`config.mk`:
```
export PLATFORM = sky130hd
export DESIGN_NAME = ones_count_expander
export DESIGN_NICKNAME = d
export VERILOG_FILES = /design/src/rtl/ones_count_expander.sv
export SDC_FILE = /design/constraint.sdc
export NUM_CORES = 1
export LEC_CHECK = 0
export CAP_MARGIN = 20
export CORE_AREA = 4 4 41 43
export DETAILED_ROUTE_END_ITERATION = 8
export DIE_AREA = 0 0 45 47
export SYNTH_ARGS = -nofsm -noshare
export SYNTH_HDL_FRONTEND = slang
export SYNTH_SLANG_ARGS = --single-unit
```
`constraint.sdc`:
```
create_clock -name clk -period 1.6 [get_ports clk]
set_input_delay 0.4 -clock clk [delete_from_list [all_inputs] [get_ports clk]]
set_output_delay 0.4 -clock clk [all_outputs]
set_load 0.1 [all_outputs]
```
`src/rtl/ones_count_expander.sv`:
```
// ones_count_expander: expands a binary ones-count into a serial FRAME-bit thermometer stream.
// Optional frame parity output enabled by defining ONES_EXP_PARITY_EN.
module ones_count_expander #(
    parameter int CNT_W = 2,
    parameter int FRAME = 3
) (
    input  logic             clk,
    input  logic             rst_n,
    input  logic             in_valid,
    output logic             in_ready,
    input  logic [CNT_W-1:0] in_count,
    output logic             out_valid,
    input  logic             out_ready,
    output logic             out_bit,
    output logic             out_last,
    output logic             err_ovf,
    output logic             out_par
);
    localparam int IW = $clog2(FRAME) + 1;
    localparam logic [IW-1:0] FRAME_I = IW'(FRAME);
    localparam logic [IW-1:0] LAST_I = IW'(FRAME - 1);
    localparam logic [CNT_W:0] FRAME_C = (CNT_W + 1)'(FRAME);

    typedef enum logic {IDLE, EMIT} state_t;

    state_t state, state_nx;
    logic [IW-1:0] idx, cnt_q, sat;
    logic accept, fire, ovf;

    always_comb begin
        in_ready  = (state == IDLE);
        out_valid = (state == EMIT);
        out_bit   = out_valid && (idx < cnt_q);
        out_last  = out_valid && (idx == LAST_I);
        accept    = in_valid && in_ready;
        fire      = out_valid && out_ready;
        ovf       = {1'b0, in_count} > FRAME_C;
        // saturated count always fits idx width since it never exceeds FRAME
        sat       = ovf ? FRAME_I : IW'(in_count);
        state_nx  = state;
        if (accept)
            state_nx = EMIT;
        else if (fire && out_last)
            state_nx = IDLE;
    end

    always_ff @(posedge clk or negedge rst_n) begin
        if (!rst_n) begin
            state   <= IDLE;
            idx     <= '0;
            cnt_q   <= '0;
            err_ovf <= 1'b0;
        end else begin
            state   <= state_nx;
            err_ovf <= accept && ovf;
            if (accept) begin
                cnt_q <= sat;
                idx   <= '0;
            end else if (fire && !out_last) begin
                idx <= idx + 1'b1;
            end
        end
    end

`ifdef ONES_EXP_PARITY_EN
    always_ff @(posedge clk or negedge rst_n) begin
        if (!rst_n)
            out_par <= 1'b0;
        else if (accept)
            out_par <= ^sat;
        else if (fire && out_last)
            out_par <= 1'b0;
    end
`else
    assign out_par = 1'b0;
`endif
endmodule

```
==> impl.org <==
** Die
- Chip width :: 45 um
- Row Count :: 13
- The die is 47 um tall.
- The die covers 2115 um^2.
- The core region is 1301 um^2.
- Initial Utilization :: 0.2817
- Number of top-level pins :: 12

** Worst setup path
- CP Data Required Time :: 1.20 ns
- Crit. path cell count :: 5
- Data arrival time of the critical path :: 1.46 ns
- Reg-to-reg startpoint :: idx[1]$_DFFE_PN0P_
- Of all nets on the critical path, the largest fanout is 2.
- CP Class :: flop to primary output
- Slowest stage cell on the critical path :: sky130_fd_sc_hd__dfrtp_1
- CP delay by family, top :: flip-flops
- Crit path cell chain :: inv_2, ha_1, a21boi_1, nor4_4, buf_12
- The worst register-to-register path ends at idx[0]$_DFFE_PN0P_.
- Counting both buffers and inverters, the worst setup path holds a total of 2.
- For flop-to-flop paths, the worst setup slack is 0.15 ns.
- The largest single stage delay on the critical path is 0.38 ns.
- Endpoint class of the critical path :: primary output
- Depth of the worst register-to-register path :: 7
- STA classifies the critical path startpoint as a flop.

** Drt
- Via count :: 336
- Vias per cell :: 4.480
- Dividing the detail-routed wire length by the instance count gives 12.57 um.
- In the routed design, unresolved DRC markers number 0.
- DRT Wirelength :: 943 um
- Remaining antenna violation count :: 0
- For this block, the initial DRC count from the detailed router was 4.
- The first detailed-routing pass ran for 4 iterations.

** STA
- The total count of hold-check failures in the final report was 0.
- Maximum frequency from static timing analysis :: 0.5378 GHz
- Once routing completed, OpenROAD measured the worst setup slack at -0.2595 ns.
- Final-report max-slew violation count :: 0
- Setup repair after global routing could not meet its margin everywhere.
- Of the available clock period, the critical path in the final layout requires 1.162.
- Post-layout min period :: 1.859 ns
- Final-report setup violation count :: 2
- Worst-case clock skew :: 0.006563 ns

** Clock tree
- At the later pin of the worst-skew pair, clock insertion delay measures 0.25 ns.
- Maximum number of buffers from clock root to sink :: 2
- Clock slew at reported path FFs :: 0.05 ns
- # clock sinks :: 6
- For this design, the CTS-stage hold fixing added 0 buffers.
- Clock tree from TritonCTS :: yes
- CTS built an H-tree with a depth of 1.
- Clk Tree Root Cell :: sky130_fd_sc_hd__clkbuf_4
- TritonCTS created 3 clock buffers.

** Placement
- Detail Placement HPWL :: 698.1 um
- Last weighted congestion value of the routability-driven placer :: 0.7754
- Input and output buffers added on the ports amount to 9.
- At the placement stage, the worst setup path has a slack of -0.05753 ns.

** Global route
- The first global-routing pass estimated 1524 um of wire.
- Entering global routing, the biggest net connects 7 pins.
- For this run, the total global-route usage over all layers was measured as 0.1090.
- Global route total overflow :: 0
- Via count of the first global-routing pass :: 362
- Number of antenna violations at the first check in global routing :: 0

** Finish
- Once layout is complete, the utilization of the core stands at 0.5067.
- Final-stage net count :: 70
- In the final layout, the share of cells above drive strength 1 is 0.4667.
- Leading cell type in the layout, fill and taps excluded :: sky130_fd_sc_hd__buf_4
- Number of antenna diodes :: 0
- Commonest cells after routing, fill and taps aside :: sky130_fd_sc_hd__buf_4, sky130_fd_sc_hd__dfrtp_1, sky130_fd_sc_hd__clkdlybuf4s50_1
- Area added between synthesis and finish :: 79.86%

** Job
- Max-cap violations in this run came to 0.

** Status
- The final reports fail on negative setup slack.
- Outcome :: complete, but fails checks

** Yosys
- Number of distinct standard cells referenced by the synthesized netlist :: 22
- #FFs+latches synth :: 6
- After synthesis the cells add up to 366.6 um^2.
- The share of the Yosys chip area taken by registers is 0.4096.
- The average instance in the mapped netlist occupies 10.18 um^2.
- Counting every instance in the synthesized netlist gives 36.
- Synth warn :: 0

** Worst hold path
- In this run the worst hold path is classified as primary input to asynchronous set/reset pin.
[worst max-delay path by stage]
stage                                      from  endpoint  slack (ns)
after CTS                    idx[1]$_DFFE_PN0P_   out_bit       -0.29
after floorplan           out_valid$_DFFE_PN0P_   out_bit       -1.26
after global placement       idx[1]$_DFFE_PN0P_   out_bit     -0.0004
final                      cnt_q[1]$_DFFE_PN0P_   out_bit       -0.26
after global routing         idx[1]$_DFFE_PN0P_   out_bit       -0.31
after detailed placement   cnt_q[1]$_DFFE_PN0P_   out_bit       -0.06
[cell families (layout without fill, tap and decap cells)]
kind of cell	count (synthesis)	after routing	synth area share
mux	2	2	0.05802
other cells	1	2	0.01023
buf+inv	5	28	0.07166
fa+ha+maj	3	3	0.1024
compound gates	8	8	0.1536
flops	6	6	0.4095
simple gates	11	11	0.1945
[sequential cells by signal, indices dropped and copies added (netlist names)]
| register | flops |
|---|---|
| idx | 3 |
| cnt_q | 2 |
| out_valid | 1 |
[per-layer routing]
| metal | routed length (um) | track usage | vias to the layer above |
|---|---|---|---|
| met1 | 380 | 0.1044 | 152 |
| met5 | 0 | 0 | - |
| met2 | 504 | 0.1723 | 8 |
| li1 | - | - | 174 |
| met4 | 17 | 0.1287 | 0 |
| met3 | 41 | 0.03448 | 2 |
[Yosys cell counts]
| master | instances | share of area |
|---|---|---|
| sky130_fd_sc_hd__nand2_1 | 3 | 0.031 |
| sky130_fd_sc_hd__nand3_1 | 1 | 0.014 |
| sky130_fd_sc_hd__mux2_2 | 1 | 0.031 |
| sky130_fd_sc_hd__mux2i_1 | 1 | 0.027 |
| sky130_fd_sc_hd__o21ai_0 | 2 | 0.027 |
| sky130_fd_sc_hd__nand2b_4 | 1 | 0.038 |
| sky130_fd_sc_hd__a32o_1 | 1 | 0.027 |
| sky130_fd_sc_hd__a21o_1 | 1 | 0.020 |
| sky130_fd_sc_hd__dfrtp_1 | 6 | 0.41 |
| sky130_fd_sc_hd__inv_1 | 3 | 0.031 |
| sky130_fd_sc_hd__nor2b_1 | 1 | 0.017 |
| sky130_fd_sc_hd__a21oi_1 | 1 | 0.014 |
| sky130_fd_sc_hd__conb_1 | 1 | 0.010 |
| sky130_fd_sc_hd__and4_1 | 1 | 0.024 |
| sky130_fd_sc_hd__a21boi_0 | 1 | 0.020 |
| sky130_fd_sc_hd__nor3b_2 | 1 | 0.034 |
| sky130_fd_sc_hd__a211oi_1 | 1 | 0.020 |
| sky130_fd_sc_hd__nor4_1 | 1 | 0.017 |
| sky130_fd_sc_hd__nor2_1 | 2 | 0.020 |
| sky130_fd_sc_hd__ha_1 | 3 | 0.10 |
| sky130_fd_sc_hd__buf_4 | 2 | 0.041 |
| sky130_fd_sc_hd__a211o_1 | 1 | 0.024 |
[cell type report]
| class | instances | area, um^2 |
|---|---|---|
| fill | 121 | 641.9 |
| timing repair buffer | 21 | 227.7 |
| multi-input combinational | 26 | 217.7 |
| sequential | 6 | 153.9 |
| clock buffer | 4 | 26.28 |
| tap | 15 | 18.77 |
| inverter | 3 | 15.01 |
[metrics by stage]
step / instance area (um^2) / hold WS, ns / instances / TNS [ns]
2_1_floorplan: 399.1 / 0.1044 / 37 / -3.412
3_3_place_gp: 570.5 / 0.5105 / 64 / -0.0004127
3_5_place_dp: 570.5 / 0.5172 / 64 / -0.05753
4_1_cts: 633.1 / 0.3912 / 72 / -0.4280
5_1_grt: 659.4 / 0.4038 / 75 / -0.5834
6_report: 659.4 / 0.3947 / 75 / -0.4565
[worst reg2reg max path: cells and delay by family (launching register included)]
family | cells | cell delay (ns)
and+or+nand+nor | 1 | 0.07
adders and majority gates | 1 | 0.16
AOI/OAI and AO/OA | 2 | 0.35
DFF | 1 | 0.38
buffers and inverters | 3 | 0.39
[what timing repair did]
action / CTS / global route
buffers inserted: 4 / 3
resized for setup: 5 / 1
setup endpoints to repair: 2 / 3
Power is not shown: default switching activity piles up to over one toggle a cycle in this logic, so the estimate is an artifact.
